$ cat src/rtl/turn_request_queue.sv
// turn_request_queue
//   Qualifies proximity-sensor turn flags into relative turns (left/right),
//   queues them, and applies at most one queued turn per snake move to the
//   absolute heading used by the snake datapath.
//   Heading encoding: 00=X+, 01=Y+, 10=X-, 11=Y-.
//
// Ports
//   clock          system clock
//   reset          synchronous, active-high; clears all state
//   sample         1-cycle strobe: esq/dir hold a new measurement
//   esq, dir       left / right proximity flags (levels)
//   commit         move-boundary strobe: pop one turn and apply it
//   load           load start_dir, flush the queue, sampler back to IDLE
//   start_dir      heading loaded by load
//   direction      current absolute heading (registered)
//   turn_pending   queue not empty (registered)
//   queue_count    entries in queue, 0..DEPTH (registered)
//   turn_left_evt  pulse: left turn qualified and pushed
//   turn_right_evt pulse: right turn qualified and pushed
//   dropped        pulse: turn qualified while queue full, discarded
//   db_estado      sampler FSM state (00 IDLE, 01 QUAL, 10 HELD)
module turn_request_queue #(
  parameter int STABLE_COUNT = 3,
  parameter int DEPTH        = 2
) (
  input  logic       clock,
  input  logic       reset,
  input  logic       sample,
  input  logic       esq,
  input  logic       dir,
  input  logic       commit,
  input  logic       load,
  input  logic [1:0] start_dir,
  output logic [1:0] direction,
  output logic       turn_pending,
  output logic [2:0] queue_count,
  output logic       turn_left_evt,
  output logic       turn_right_evt,
  output logic       dropped,
  output logic [1:0] db_estado
);

  localparam int         PW         = (DEPTH > 2) ? 2 : 1;
  localparam logic [3:0] STABLE_CNT = 4'(STABLE_COUNT);
  localparam logic [2:0] DEPTH_CNT  = 3'(DEPTH);

  localparam logic [1:0] S_IDLE = 2'b00;
  localparam logic [1:0] S_QUAL = 2'b01;
  localparam logic [1:0] S_HELD = 2'b10;

  // Relative turn applied to the heading: right = +1, left = -1, 2-bit wrap.
  function automatic logic [1:0] apply_turn(input logic [1:0] head, input logic right);
    return right ? head + 2'd1 : head - 2'd1;
  endfunction

  logic [1:0]    state, state_nxt;
  logic [3:0]    cnt, cnt_nxt;
  logic          cand, cand_nxt;     // candidate class: 0 = left, 1 = right
  logic          qualify;
  logic          cls_turn, cls_right;

  logic          q_mem [DEPTH];
  logic [PW-1:0] rd_ptr, wr_ptr;
  logic [2:0]    count_nxt;
  logic          pop_en, push_ok, drop;

  // Exactly one flag set is a turn; both or neither is neutral.
  assign cls_turn  = esq ^ dir;
  assign cls_right = dir;

  always_comb begin
    state_nxt = state;
    cnt_nxt   = cnt;
    cand_nxt  = cand;
    qualify   = 1'b0;
    if (sample) begin
      case (state)
        S_IDLE: begin
          if (cls_turn) begin
            cand_nxt = cls_right;
            cnt_nxt  = 4'd1;
            if (STABLE_CNT == 4'd1) begin
              qualify   = 1'b1;
              state_nxt = S_HELD;
            end else begin
              state_nxt = S_QUAL;
            end
          end
        end
        S_QUAL: begin
          if (!cls_turn) begin
            state_nxt = S_IDLE;
            cnt_nxt   = 4'd0;
          end else if (cls_right == cand) begin
            cnt_nxt = cnt + 4'd1;
            if (cnt + 4'd1 == STABLE_CNT) begin
              qualify   = 1'b1;
              state_nxt = S_HELD;
            end
          end else begin
            // Opposite turn restarts the run with the new candidate.
            cand_nxt = cls_right;
            cnt_nxt  = 4'd1;
          end
        end
        S_HELD: begin
          // Holding a turn never repeats it; only neutral re-arms.
          if (!cls_turn) begin
            state_nxt = S_IDLE;
            cnt_nxt   = 4'd0;
          end
        end
        default: begin
          state_nxt = S_IDLE;
          cnt_nxt   = 4'd0;
        end
      endcase
    end
  end

  // Pop sees the pre-push contents; a pop on a full queue frees the slot
  // for a simultaneous push. load overrides both.
  assign pop_en  = commit & ~load & (queue_count != 3'd0);
  assign push_ok = qualify & ~load & ((queue_count != DEPTH_CNT) | pop_en);
  assign drop    = qualify & ~load & (queue_count == DEPTH_CNT) & ~pop_en;

  always_comb begin
    count_nxt = queue_count + {2'b00, push_ok} - {2'b00, pop_en};
    if (load) count_nxt = 3'd0;
  end

  always_ff @(posedge clock) begin
    if (push_ok) q_mem[wr_ptr] <= cls_right;
  end

  always_ff @(posedge clock) begin
    if (reset) begin
      state          <= S_IDLE;
      cnt            <= 4'd0;
      cand           <= 1'b0;
      rd_ptr         <= '0;
      wr_ptr         <= '0;
      queue_count    <= 3'd0;
      turn_pending   <= 1'b0;
      direction      <= 2'b00;
      turn_left_evt  <= 1'b0;
      turn_right_evt <= 1'b0;
      dropped        <= 1'b0;
    end else begin
      turn_left_evt  <= push_ok & ~cls_right;
      turn_right_evt <= push_ok & cls_right;
      dropped        <= drop;
      queue_count    <= count_nxt;
      turn_pending   <= (count_nxt != 3'd0);
      if (load) begin
        direction <= start_dir;
        state     <= S_IDLE;
        cnt       <= 4'd0;
        cand      <= 1'b0;
        rd_ptr    <= '0;
        wr_ptr    <= '0;
      end else begin
        state <= state_nxt;
        cnt   <= cnt_nxt;
        cand  <= cand_nxt;
        if (push_ok) wr_ptr <= wr_ptr + 1'b1;
        if (pop_en) begin
          rd_ptr    <= rd_ptr + 1'b1;
          direction <= apply_turn(direction, q_mem[rd_ptr]);
        end
      end
    end
  end

  assign db_estado = state;

endmodule
$ cat config.mk
export PLATFORM = sky130hd
export DESIGN_NAME = turn_request_queue
export DESIGN_NICKNAME = d
export VERILOG_FILES = /design/src/rtl/turn_request_queue.sv
export SDC_FILE = /design/constraint.sdc
export NUM_CORES = 1
export LEC_CHECK = 0
export ABC_AREA = 1
export CAP_MARGIN = 0
export CELL_PAD_IN_SITES_DETAIL_PLACEMENT = 0
export CELL_PAD_IN_SITES_GLOBAL_PLACEMENT = 1
export CORE_MARGIN = 2
export CORE_UTILIZATION = 40
export DETAILED_ROUTE_END_ITERATION = 12
export GPL_ROUTABILITY_DRIVEN = 1
export PLACE_DENSITY = 0.91
export SYNTH_ARGS = -nofsm -noshare
export SYNTH_HDL_FRONTEND = slang
export SYNTH_SLANG_ARGS = --single-unit
$ cat constraint.sdc
create_clock -name clock -period 7.37 [get_ports clock]
set_input_delay 1.8425 -clock clock [delete_from_list [all_inputs] [get_ports clock]]
set_output_delay 1.8425 -clock clock [all_outputs]
set_load 0.05 [all_outputs]
==> results.py <==
metrics = {
    "pwr": {
        "p_total_uw": 204,
        "peakVddDrop_v": 0.0000963,
        "p_leak_uw": 0.000584,
        "powerDensity_nw_per_um2": 142,
    },
    "synth": {
        "synth_edf_count": 2,
        "ys_warn_count": 0,
        "syn_inst": 151,
        "yosys-top-cells-count": "nand2_1, inv_1, dfxtp_1",
        "avgSynthCellArea_sq_um": 7.78,
        "ys_types": 23,
        "ys_seq_elements": 21,
        "synth_fp_nets": 165,
        "synth_top_area_cell": "dfxtp_1",
        "ys_seq_area_frac": 0.375,
        "netlist_area_sq_um": 1170,
        "ys_async_sr_fraction": 0,
        "synth_area_leaders": "dfxtp_1, nand2_1, inv_1",
        "synth_ff_type": "dfxtp_1",
        "yosysTopAreaCellShare": 0.324,
        "yosysMostFrequentCell": "nand2_1",
    },
    "die": {
        "die_area_sq_um": 3390,
        "fp.dieW_um": 58.2,
        "rows": 19,
        "die_h_um": 58.2,
        "num_io_pins": 20,
        "core_area_sq_um": 2780,
        "start_util": 0.422,
    },
    "critical_path": {
        "r2r_cells": 13,
        "path_cells": "clkdlybuf4s50_1 -> inv_2 -> nand2_2 -> nand2_4 -> nand3_4 -> nor2_4 -> nand3_4 -> ha_1 -> inv_1 -> ha_1 -> inv_1 -> fa_1 -> xnor2_1 -> a31oi_1",
        "max_stage_delay_ns": 0.55,
        "crit_fanout": 8,
        "r2r-start": "cnt[1]$_SDFFE_PP0P_",
        "arrival_ns": 4.26,
        "rr_endpoint": "turn_pending$_SDFF_PP0_",
        "crit_family": "buffers and inverters",
        "worst_setup_path_start_kind": "input pin",
        "critPathSlowestCell": "clkdlybuf4s50_1",
        "endpoint_kind": "flip-flop",
        "crit_type": "in2reg",
        "r2r_slack_ns": 4.92,
        "required_ns": 7.57,
        "path_buf_inv": 4,
    },
    "clock_network": {
        "cts_setup_buffers": 0,
        "cts_sinks": 21,
        "ctsHoldBuffers": 0,
        "cts_buffer_depth": 2,
        "cts_root_buf": "clkbuf_4",
        "cts_buffers": 3,
        "h-tree-depth": 1,
        "cts_tree": "done",
        "clock_latency_ns": 0.31,
        "clk_pin_slew_ns": 0.12,
        "ctsResizeCount": 0,
    },
    "worst_hold_path": {
        "hold_depth": 2,
        "hold_start": "rd_ptr$_SDFFE_PP0P_",
        "holdCritPathClass": "reg2reg",
    },
    "grt": {
        "grt_start_max_net_pins": 13,
        "grt-ovfl-total": 0,
        "grt_usage": 0.156,
        "grt_first_pass_wirelength_um": 4110,
        "antenna_found_initial": 0,
        "grt_pass1_vias": 993,
    },
    "sta": {
        "slew_headroom": 0.586,
        "clock_skew_ns": 0.00742,
        "clock.fmax_ghz": 0.246,
        "worst_slew_pin_slew_ns": 0.619,
        "fin_setup_tns_ns": 0,
        "drv_slew": 0,
        "finalSetupViolations": 0,
        "finalCritPeriodShare": 0.551,
        "rsz0062_at_grt": "false",
        "min_period_ns": 4.06,
        "final-hold-violation-count": 0,
    },
    "place": {
        "port_buffers": 19,
        "gp_congestion": 0.791,
        "dp_hpwl_um": 1830,
    },
    "run": {
        "cap_violations": 0,
    },
    "detailed_routing": {
        "first_iter_violations": 29,
        "drc": 0,
        "drt-vias-per-instance": 4.86,
        "drt_wl_total_um": 2280,
        "ant_nets": 0,
        "dr.pass1.iters": 4,
        "wire_per_inst_um": 11.1,
        "num_vias": 996,
    },
    "run_status": {
        "outcome": "completed",
    },
    "final_layout": {
        "syn_to_final_growth_pct": 21.8,
        "drive_above_1_share": 0.126,
        "diodes": 0,
        "fin_nets": 189,
        "n_fill_cell": 284,
    },
}
layer usage:
metal	GRT usage	vias up	wire length, um
li1	-	530	-
met1	0.169	436	976
met2	0.299	26	1170
met3	0.0558	4	126
met4	0.0166	0	14
met5	0	-	0
cells in the final DEF (no fill, tap or decap), types with 3 or more instances in the layout:
cell             Yosys  routed
a21oi_1             11      11
clkbuf_4             0       3
clkdlybuf4s50_1      0      19
dfxtp_1             19      19
ha_1                 4       4
inv_1               22      22
nand2_1             28      28
nand2_2              3       3
nand2_4              5       5
nand3_1             12      12
nor2_1              16      16
nor3_1               3       3
o21ai_0              4       4
o21ai_1              4       4
cells by family (layout without fill, tap and decap cells):
family,Yosys count,in the layout,share of synthesized area
XOR/XNOR,4,4,0.0298
AO/OA/AOI/OAI,20,20,0.0863
buffers and inverters,24,47,0.0767
flip-flops,21,21,0.375
adder cells (fa/ha/maj),5,5,0.0596
AND/OR/NAND/NOR,77,77,0.373
through the flow:
step                      setup WS (ns)  instance area (sq um)  utilization  hold WS, ns  std cells
after CTS                          3.32                   1430        0.515        0.493        205
after global routing               3.14                   1430        0.515        0.529        205
final                              3.31                   1430        0.515        0.495        205
after global placement             3.06                   1400        0.505        0.460        201
after detailed placement           2.98                   1400        0.505        0.474        201
after floorplan                    3.75                   1170            -        0.448        151
flip-flops by register name, indices dropped and copies added (netlist names), named ones only:
signal          flops
wr_ptr              1
dropped             1
turn_pending        1
queue_count         3
db_estado           2
cand                1
turn_right_evt      1
direction           2
turn_left_evt       1
rd_ptr              1
cnt                 4
q_mem               2
worst min-delay path, stage by stage (launching register included):
cell,delay (ns)
dfxtp_1,0.32
inv_1,0.07
a21oi_1,0.06
final cells by class:
class                           count  area (sq um)  share of cell area
Multi-Input combinational cell    106           644               0.450
Sequential cell                    21           440               0.308
Timing Repair Buffer               19           190               0.133
Inverter                           24          90.1              0.0629
Tap cell                           31          38.8              0.0271
Clock buffer                        3          22.5              0.0157
Clock inverter                      1          5.00             0.00350
worst max path at each step:
stage                                    to  start  depth (start not counted)
finish              turn_pending$_SDFF_PP0_    dir                         14
global route        turn_pending$_SDFF_PP0_    dir                         14
CTS                 turn_pending$_SDFF_PP0_    dir                         14
detailed placement  turn_pending$_SDFF_PP0_    dir                         14
global placement    turn_pending$_SDFF_PP0_    dir                         14
floorplan           turn_pending$_SDFF_PP0_    esq                         13
where the power goes:
group	switching, uW	total (uW)	leakage, uW	internal [uW]
clock	34.4	54.7	0.0000177	20.3
combinational	18.9	30.3	0.000395	11.4
sequential	1.92	119	0.000172	117
No activity file was read; power rests on OpenSTA's default activity.
